**src/rtl/shift_seq8.sv**
```systemverilog
// Multi-cycle 8-bit shift sequencer: applies a 0-7 position shift in steps of at most 3 per cycle.
// Optional macro SHIFT_ROTATE_EN turns op 11 into ROR; otherwise op 11 is a one-step NOP.
module shift_seq8 (
  input  logic       clk,
  input  logic       reset,
  input  logic       start,
  input  logic [1:0] op,
  input  logic [2:0] shamt,
  input  logic [7:0] d_in,
  output logic [7:0] d_out,
  output logic       busy,
  output logic       done
);

  localparam logic [1:0] ST_IDLE  = 2'b00;
  localparam logic [1:0] ST_SHIFT = 2'b01;
  localparam logic [1:0] ST_DONE  = 2'b10;

  localparam logic [1:0] OP_LSL = 2'b00;
  localparam logic [1:0] OP_LSR = 2'b01;
  localparam logic [1:0] OP_ASR = 2'b10;
  localparam logic [1:0] OP_ROR = 2'b11;

  // One step of the selected shift; ASR re-reads bit 7 each step so the sign keeps replicating.
  function automatic logic [7:0] step_shift(input logic [7:0] w, input logic [1:0] op_v,
                                            input logic [1:0] amt);
`ifdef SHIFT_ROTATE_EN
    logic [15:0] rot;
`endif
    case (op_v)
      OP_LSL:  return w << amt;
      OP_LSR:  return w >> amt;
      OP_ASR:  return $unsigned($signed(w) >>> amt);
`ifdef SHIFT_ROTATE_EN
      OP_ROR: begin
        rot = {w, w} >> amt;
        return rot[7:0];
      end
`endif
      default: return w;
    endcase
  endfunction

  logic [1:0] state_r;
  logic [7:0] work_r;
  logic [1:0] op_r;
  logic [2:0] rem_r;
  logic [7:0] d_out_r;
  logic       busy_r;
  logic       done_r;

  logic [2:0] cap_amt_s;
  logic [1:0] step_s;
  logic [2:0] rem_next_s;
  logic [7:0] shifted_s;

`ifdef SHIFT_ROTATE_EN
  assign cap_amt_s = shamt;
`else
  assign cap_amt_s = (op == OP_ROR) ? 3'd0 : shamt;
`endif

  // Step size, remaining count after this step and the shifted work value.
  always_comb begin
    step_s = 2'd0;
    if (rem_r > 3'd3) begin
      step_s = 2'd3;
    end else begin
      step_s = rem_r[1:0];
    end
    rem_next_s = rem_r - {1'b0, step_s};
    shifted_s  = step_shift(work_r, op_r, step_s);
  end

  // Sequencer state, operand registers and registered outputs.
  always_ff @(posedge clk or posedge reset) begin
    if (reset) begin
      state_r <= ST_IDLE;
      work_r  <= 8'h00;
      op_r    <= 2'b00;
      rem_r   <= 3'd0;
      d_out_r <= 8'h00;
      busy_r  <= 1'b0;
      done_r  <= 1'b0;
    end else begin
      case (state_r)
        ST_IDLE: begin
          done_r <= 1'b0;
          if (start) begin
            work_r  <= d_in;
            op_r    <= op;
            rem_r   <= cap_amt_s;
            busy_r  <= 1'b1;
            state_r <= ST_SHIFT;
          end else begin
            busy_r <= 1'b0;
          end
        end
        ST_SHIFT: begin
          work_r <= shifted_s;
          rem_r  <= rem_next_s;
          if (rem_next_s == 3'd0) begin
            d_out_r <= shifted_s;
            done_r  <= 1'b1;
            state_r <= ST_DONE;
          end else begin
            done_r <= 1'b0;
          end
        end
        ST_DONE: begin
          done_r  <= 1'b0;
          busy_r  <= 1'b0;
          state_r <= ST_IDLE;
        end
        default: begin
          done_r  <= 1'b0;
          busy_r  <= 1'b0;
          state_r <= ST_IDLE;
        end
      endcase
    end
  end

  assign d_out = d_out_r;
  assign busy  = busy_r;
  assign done  = done_r;

endmodule

```
**config.mk**
```make
export PLATFORM = sky130hd
export DESIGN_NAME = shift_seq8
export DESIGN_NICKNAME = d
export VERILOG_FILES = /design/src/rtl/shift_seq8.sv
export SDC_FILE = /design/constraint.sdc
export NUM_CORES = 1
export LEC_CHECK = 0
export ABC_AREA = 1
export CORE_AREA = 2 2 66 68
export CTS_CLUSTER_SIZE = 24
export DETAILED_ROUTE_END_ITERATION = 10
export DIE_AREA = 0 0 68 70
export PLACE_DENSITY = 0.74
export SLEW_MARGIN = 30
export SYNTH_ARGS = -nofsm -noshare
export SYNTH_HDL_FRONTEND = slang
export SYNTH_SLANG_ARGS = --single-unit
```
**constraint.sdc**
```tcl
create_clock -name clk -period 1.7 [get_ports clk]
set_input_delay 0.34 -clock clk [delete_from_list [all_inputs] [get_ports clk]]
set_output_delay 0.34 -clock clk [all_outputs]
set_load 0.05 [all_outputs]
```
# After elaboration in Yosys (flattened, before gate mapping)
# Index checks and enable logic that the tools add are counted.
[totals]
register_bits = 25
input_bits = 16
[op_classes]
n_addsub = 1
order_cmp = 1
n_eq_ne = 6
n_shift = 3
n_mux = 14
reduce_logical = 8
[ops]
columns = ["operator", "count"]
rows = [
  ["one-hot mux 8 bit (3 select lines)", 1],
  ["one-hot mux 8 bit (2 select lines)", 1],
  ["two-way mux 8 bit", 1],
  ["AND reduction 2 bit", 4],
  ["<< shifter 8 x 2 -> 8 bit", 1],
  ["right shift 8 x 2 -> 8 bit", 1],
  [">>> shifter 8 x 2 -> 8 bit", 1],
  ["two-way mux 2 bit", 3],
  ["two-way mux 3 bit", 2],
  ["one-hot mux 3 bit (2 select lines)", 1],
  ["equality test 2 x 1 -> 1 bit (second input constant)", 2],
  ["equality test 2 bit (second input constant)", 2],
  ["zero test 2 bit", 2],
  ["!= test 2 bit (second input constant)", 2],
  ["one-hot mux 2 bit (2 select lines)", 1],
  ["greater-than comparator 3 x 2 -> 1 bit (second input constant)", 1],
  ["zero test 3 bit", 1],
  ["two-way mux 1 bit", 3],
  ["subtractor 3 x 2 -> 3 bit", 1],
  ["one-hot mux 1 bit (2 select lines)", 1],
  ["nonzero test 2 bit", 1],
]

# Depth between registers and ports, before layout
# Gate-level depths: netlist of run 1.
[logic_depth]
word_depth = 6
mapped_depth = 9
depth_no_buf = 9

# Worst setup path before layout of run 1
# OpenSTA, ideal clock, no wires.
[synth_path]
path_kind = "reg-to-reg"
from = "register rem_r[2]"
to = "register d_out_r[3], in the netlist d_out[3]"
setup_time_ps = 118
arrival_ps = 1160
required_time_ps = 1582
slack_ps = 422
path_stages_with_launch = 10
n_path_buf = 1
period_less_slack_ps = 1278
path_cell_list = "dfrtp_1 > nor2_4 > buf_6 > nand2_1 > nand2_1 > nor2_1 > nor2_1 > nand3_1 > nand2_1 > nand2_1"
[synth_between]
elab_chain_cells = 5
[synth_lines]
columns = ["element", "line_no", "rtl"]
rows = [
  ["start, declared", "47", "logic [2:0] rem_r;"],
  ["start signal, assigned", "92", "rem_r <= cap_amt_s;"],
  ["start signal, assigned", "101", "rem_r <= rem_next_s;"],
  ["greater-than comparator 3 x 2 -> 1 bit", "66", "if (rem_r > 3'd3) begin"],
  ["two-way mux 2 bit", "66", ""],
  ["subtractor 3 x 2 -> 3 bit", "71", "rem_next_s = rem_r - {1'b0, step_s};"],
  ["zero test 3 bit", "102", "if (rem_next_s == 3'd0) begin"],
  ["AND reduction 2 bit (no source line)", "n/a", ""],
  ["end signal, assigned", "103", "d_out_r <= shifted_s;"],
  ["end, declared", "48", "logic [7:0] d_out_r;"],
]
# Parallel ways exist; a longest one is shown, timed or not.
# A chain may end at the register's enable or synchronous reset.

# Final worst setup path of run 1
[layout_path]
from = "register rem_r[2]"
to = "register d_out_r[7], in the netlist d_out[7]"
# The elaborated chain is that of the path after synthesis.

==> results of run 1 <==
power by group through the flow:
stage | sequential, mW | combinational [mW] | clock (mW)
finish | 1.11 | 2.90 | 0.355
global route | 1.14 | 3.27 | 0.387
floorplan | 1.43 | 1.81 | 0
global placement | 1.12 | 2.82 | 0
detailed placement | 1.12 | 2.85 | 0
CTS | 1.11 | 2.86 | 0.367
Yosys cell counts (all sizes together) (2+ instances only):
library cell	n	area share, %
nor2	26	7.1
o21ai	4	1.2
nand4	2	0.77
o22ai	7	2.7
buf	3	1.3
a21oi	7	2.2
inv	38	9.0
o211ai	2	0.93
nand3	25	8.6
nand2	103	26
dfrtp	25	39
cells by family after synthesis:
family	after synthesis
and+or+nand+nor	156
buffers and inverters	42
DFF	25
AOI/OAI and AO/OA	22
adders and majority gates	1
area by class of cell:
cell class	instances	area share, %
sequential	25	31.39
multi-input combinational	179	41.43
tap	52	3.264
timing repair buffer	33	14.31
clock inverter	1	0.2511
inverter	38	7.282
clock buffer	3	2.072
critical path: stages (launching register included):
cell     delay (ns)
dfrtp_1        0.50
nor2_4         0.32
buf_4          0.18
nand3_1        0.09
nor2_1         0.10
nor2_1         0.05
nand3_1        0.12
nand2_1        0.08
nand2_1        0.06
per-stage QoR:
| step | hold slack [ns] | utilization [%] |
|---|---|---|
| floorplan | 0.3673 | - |
| global placement | 0.4605 | 46.62 |
| detailed placement | 0.4661 | 46.62 |
| CTS | 0.4342 | 47.74 |
| global route | 0.4642 | 48.10 |
| finish | 0.4175 | 48.10 |
path summary, 6_finish.rpt:
check                         start       end
setup / recovery           rem_r[2]  d_out[7]
hold / removal                reset      busy
setup reg to reg           rem_r[2]  d_out[7]
hold reg to reg            d_out[2]  d_out[2]
max in group asynchronous     reset  d_out[4]
min in group clk           d_out[2]  d_out[2]
repair_timing:
item | in CTS | in global routing
setup endpoints to repair | 0 | 4
hold endpoints to repair | 0 | 0
buffers inserted | 0 | 2
registers in the layout, indices dropped and copies added, names as in the netlist:
| signal | count |
|---|---|
| op_r | 2 |
| state_r | 2 |
| busy | 1 |
| d_out | 8 |
| done | 1 |
| work_r | 8 |
| rem_r | 3 |
layer usage:
metal / routed length, microns / part of all wire, % / global-route usage (%)
met4: 57 / 1.4 / 8.889
met3: 254 / 6.4 / 2.093
met1: 1776 / 45 / 26.76
met2: 1855 / 47 / 28.05
met5: 0 / 0 / 0
==> run metrics, run 1 <==
xor/xnor cell area share of the yosys netlist 0%; min cycle time layout 1.536 ns; crit end category flip-flop; area delta synth->final 22.92%; largest net degree at the start of global routing 26; die area 0.004760 sq mm; Compound-Gate Fraction of Synth Area 8.025%; vias 1615; pwr dens 2191 mW/mm^2; Post-Synth Simple-Gate Area 42.13%; CTS Buf Count 3; number of nets in the layout 297; dpl cells 325; Die H 70 microns; relative slew slack 78.56%; Worst-path clk slew 0.09 ns; main combinational cell family by area after synthesis simple AND/OR/NAND/NOR gates; total of max-cap violations 0; # hold bufs at CTS 0; Worst R2R Path Depth 8; Port Buf Inserts 25; Cell variety after synth 25; Setup CP Type flip-flop to flip-flop; Sequential Power Share 25.4%; Sw Ratio 53.91%; final worst-path cycle share 90.38%; Worst-Skew Late Latency 0.27 ns; Comb power frac 66.4%; count of state elements after synthesis 25; internal power 2.013 mW; CP arrival 1.75 ns; mapped cell area 0.001622 sq mm; Switching Power 2.354 mW; DRT Pass-1 Iters 4; CTS H-tree depth 1; Worst-Margin Slew 0.3215 ns; Num Clock Sinks 25; post-route ant nets 0; final WL 3943 microns; proportion of layout cells with a drive suffix above 1 12.90%; Root Buffer Master clkbuf_8; most frequent cells in the layout nand2_1, inv_1, dfrtp_1; final setup margin 0.1636 ns; largest fanout on the critical path 13; endpoints failing setup 0; Routed WL per cell 11.91 microns; post-CTS resize count 0; starting density of the core 39.13%; mux cell area share after synthesis 0%; Seq/Total Area, Yosys 38.58%; Placement Setup Slack 0.2060 ns; Synth Area in Adders 0.7716%; unrepaired setup endpoints after global routing false; required time worst endpoint 1.92 ns; Placer Congestion 0.9229; Core Rows 24; syn avg cell area 6.592 sq um; number of flops mapped to enable cells by yosys 0; Hold Violations, Final 0; vias in the first global route 1534; peak supply drop 1.113 mV; CTS tree built; Most used DFF post-synth dfrtp_1; setup TNS 0 ns; Pins Over Slew Limit 0; Setup crit start kind flip-flop; syn_nets 263; initial drt markers 70; Post-synth ARST share 100.0%; Max Freq 650.9 MHz; Post-DP Area 0.001932 sq mm; clk buf depth 2; Finished Cell Area 0.001993 sq mm; yosys warns 0; hpwl dp 2983 microns; Core Region 0.004144 sq mm; overall routing resource usage 18.77%; Clock Skews 0.007269 ns; commonest non-fill, non-tap cell in the layout nand2_1; drc violations 0; register area 625.6 sq um; area of the multi-input gates 825.8 sq um; first-pass GRT wire length 6858 microns; via/cell ratio 4.879; number of diodes 0; Clk pwr share 8.1%; Mapped Cells 246; register-to-register setup slack 0.16 ns; status completed; Leakage 1.107 nW; Top Ports 26; DIE WIDTH 68 microns; Finished Layout Cells 331; antenna violations before repair 0; Fill cells 415; grt total ovfl 0; Total Power 4.367 mW; hold crit path type primary input to asynchronous set/reset pin
(Power assumes the default switching activity.)
==> run 2, diff against run 1 <==
- PLACE_DENSITY: 0.74 -> 0.76
- clock period: 1.7 -> 1.4 ns (I/O delays scaled with it)
==> run metrics, run 2 (synthesis results as in run 1) <==
status complete, but fails checks; violated checks setup timing; drc violations 0; DIE WIDTH 68 microns; number of diodes 0; Port Buf Inserts 25; final WL 4630 microns; Worst-path clk slew 0.10 ns; starting density of the core 39.13%; Clock Skews 0.007911 ns; relative slew slack 77.52%; Die H 70 microns; overall routing resource usage 20.54%; commonest non-fill, non-tap cell in the layout nand2_1; Setup CP Type flip-flop to flip-flop; most frequent cells in the layout nand2_1, inv_1, dfrtp_1; post-route ant nets 0; Max Freq 707.4 MHz; endpoints failing setup 1; area of the multi-input gates 974.7 sq um; peak supply drop 1.462 mV; Core Rows 24; Worst-Skew Late Latency 0.28 ns; CTS tree built; Hold Violations, Final 0; Setup crit start kind flip-flop; register-to-register setup slack -0.01 ns; via/cell ratio 4.989; total of max-cap violations 0; min cycle time layout 1.414 ns; Worst-Margin Slew 0.3372 ns; proportion of layout cells with a drive suffix above 1 31.10%; Top Ports 26; crit end category flip-flop; Placement Setup Slack -0.1028 ns; antenna violations before repair 0; CTS H-tree depth 1; first-pass GRT wire length 7596 microns; hpwl dp 3286 microns; required time worst endpoint 1.57 ns; final worst-path cycle share 101.0%; crit-path cells buf_6 > clkinv_8 > nand2_4 > nand2_2 > nand2_2 > a21oi_2 > nand3_2 > nand2_1 > nand2_1; Num Clock Sinks 25; Core Region 0.004144 sq mm; number of nets in the layout 317; pwr dens 2801 mW/mm^2; DRT Pass-1 Iters 4; area delta synth->final 51.54%; Routed WL per cell 13.19 microns; unrepaired setup endpoints after global routing true; Pins Over Slew Limit 0; grt total ovfl 0; vias 1751; CTS Buf Count 3; FF-to-FF Start rem_r[2]; CP arrival 1.59 ns; clk buf depth 2; Leakage 1.278 nW; Placer Congestion 0.9203; Worst R2R Path Depth 9; register area 629.4 sq um; FF-to-FF End d_out[4]; die area 0.004760 sq mm; slowest stage delay, CP 0.47 ns; Fill cells 378; initial drt markers 87; hold crit path type primary input to asynchronous set/reset pin; vias in the first global route 1726; largest fanout on the critical path 6; Root Buffer Master clkbuf_8; final setup margin -0.01357 ns; Slowest-stage cell, CP dfrtp_2; Layout Utilization 59.30%; largest net degree at the start of global routing 26
run 2: cell types whose count changed in the layout (fill, tap and decap cells not counted), sizes merged:
cell	before	now
nand2	103	104
clkbuf	3	4
buf	18	37
inv	38	37
run 2: how the worst max path moves through the flow:
stage / startpoint / endpoint / slack [ns] / depth (start not counted)
detailed placement: rem_r[2] / d_out[4] / -0.10 / 9
CTS: rem_r[2] / d_out[4] / 0.002 / 9
global placement: rem_r[2] / d_out[4] / -0.11 / 9
floorplan: rem_r[2] / d_out[3] / 0.12 / 9
finish: rem_r[2] / d_out[4] / -0.01 / 9
global route: rem_r[2] / work_r[2] / -0.12 / 10
run 2: layout make-up:
type / count / area share, %
clock buffers: 4 / 1.833
inverters: 38 / 6.314
multi-input cells: 180 / 39.66
flip-flops and latches: 25 / 25.61
well taps: 52 / 2.648
repair buffers: 52 / 23.93
run 2: timing repair:
action	CTS	global route
gates cloned	0	1
setup buffers	1	5
pin swaps	1	7
hold buffers	0	0
resized for setup	8	44
setup endpoints to repair	15	19
run 2: layer usage:
metal | GRT usage [%] | up-vias | routed length, microns
met4 | 7.778 | 0 | 53
li1 | - | 878 | -
met5 | 0 | - | 0
met3 | 3.865 | 7 | 158
met2 | 31.82 | 42 | 2335
met1 | 28.08 | 824 | 2084
run 2: per-stage QoR:
stage / instance area, sq um / hold slack (ns) / TNS, ns / total power [mW] / std cells
2_1_floorplan: 1622 / 0.3073 / 0 / 3.935 / 246
3_3_place_gp: 2182 / 0.5278 / -0.3060 / 5.551 / 340
3_5_place_dp: 2182 / 0.5289 / -0.6671 / 5.613 / 340
6_report: 2457 / 0.3472 / -0.01357 / 6.882 / 351
4_1_cts: 2256 / 0.3650 / 0 / 6.150 / 345
5_1_grt: 2457 / 0.4081 / -1.002 / 7.404 / 351
run 2: critical path: cells and delay by family, from the launching register on:
kind / cells / cell delay (ns)
compound gates: 1 / 0.16
buf+inv: 2 / 0.22
flops: 1 / 0.47
simple gates: 6 / 0.46
run 2: where the power goes:
group	leakage (nW)	internal (mW)	switching, mW
Clock	0.0228	0.205	0.249
Sequential	0.310	1.08	0.374
Combinational	0.946	2.11	2.86
Total	1.28	3.39	3.49
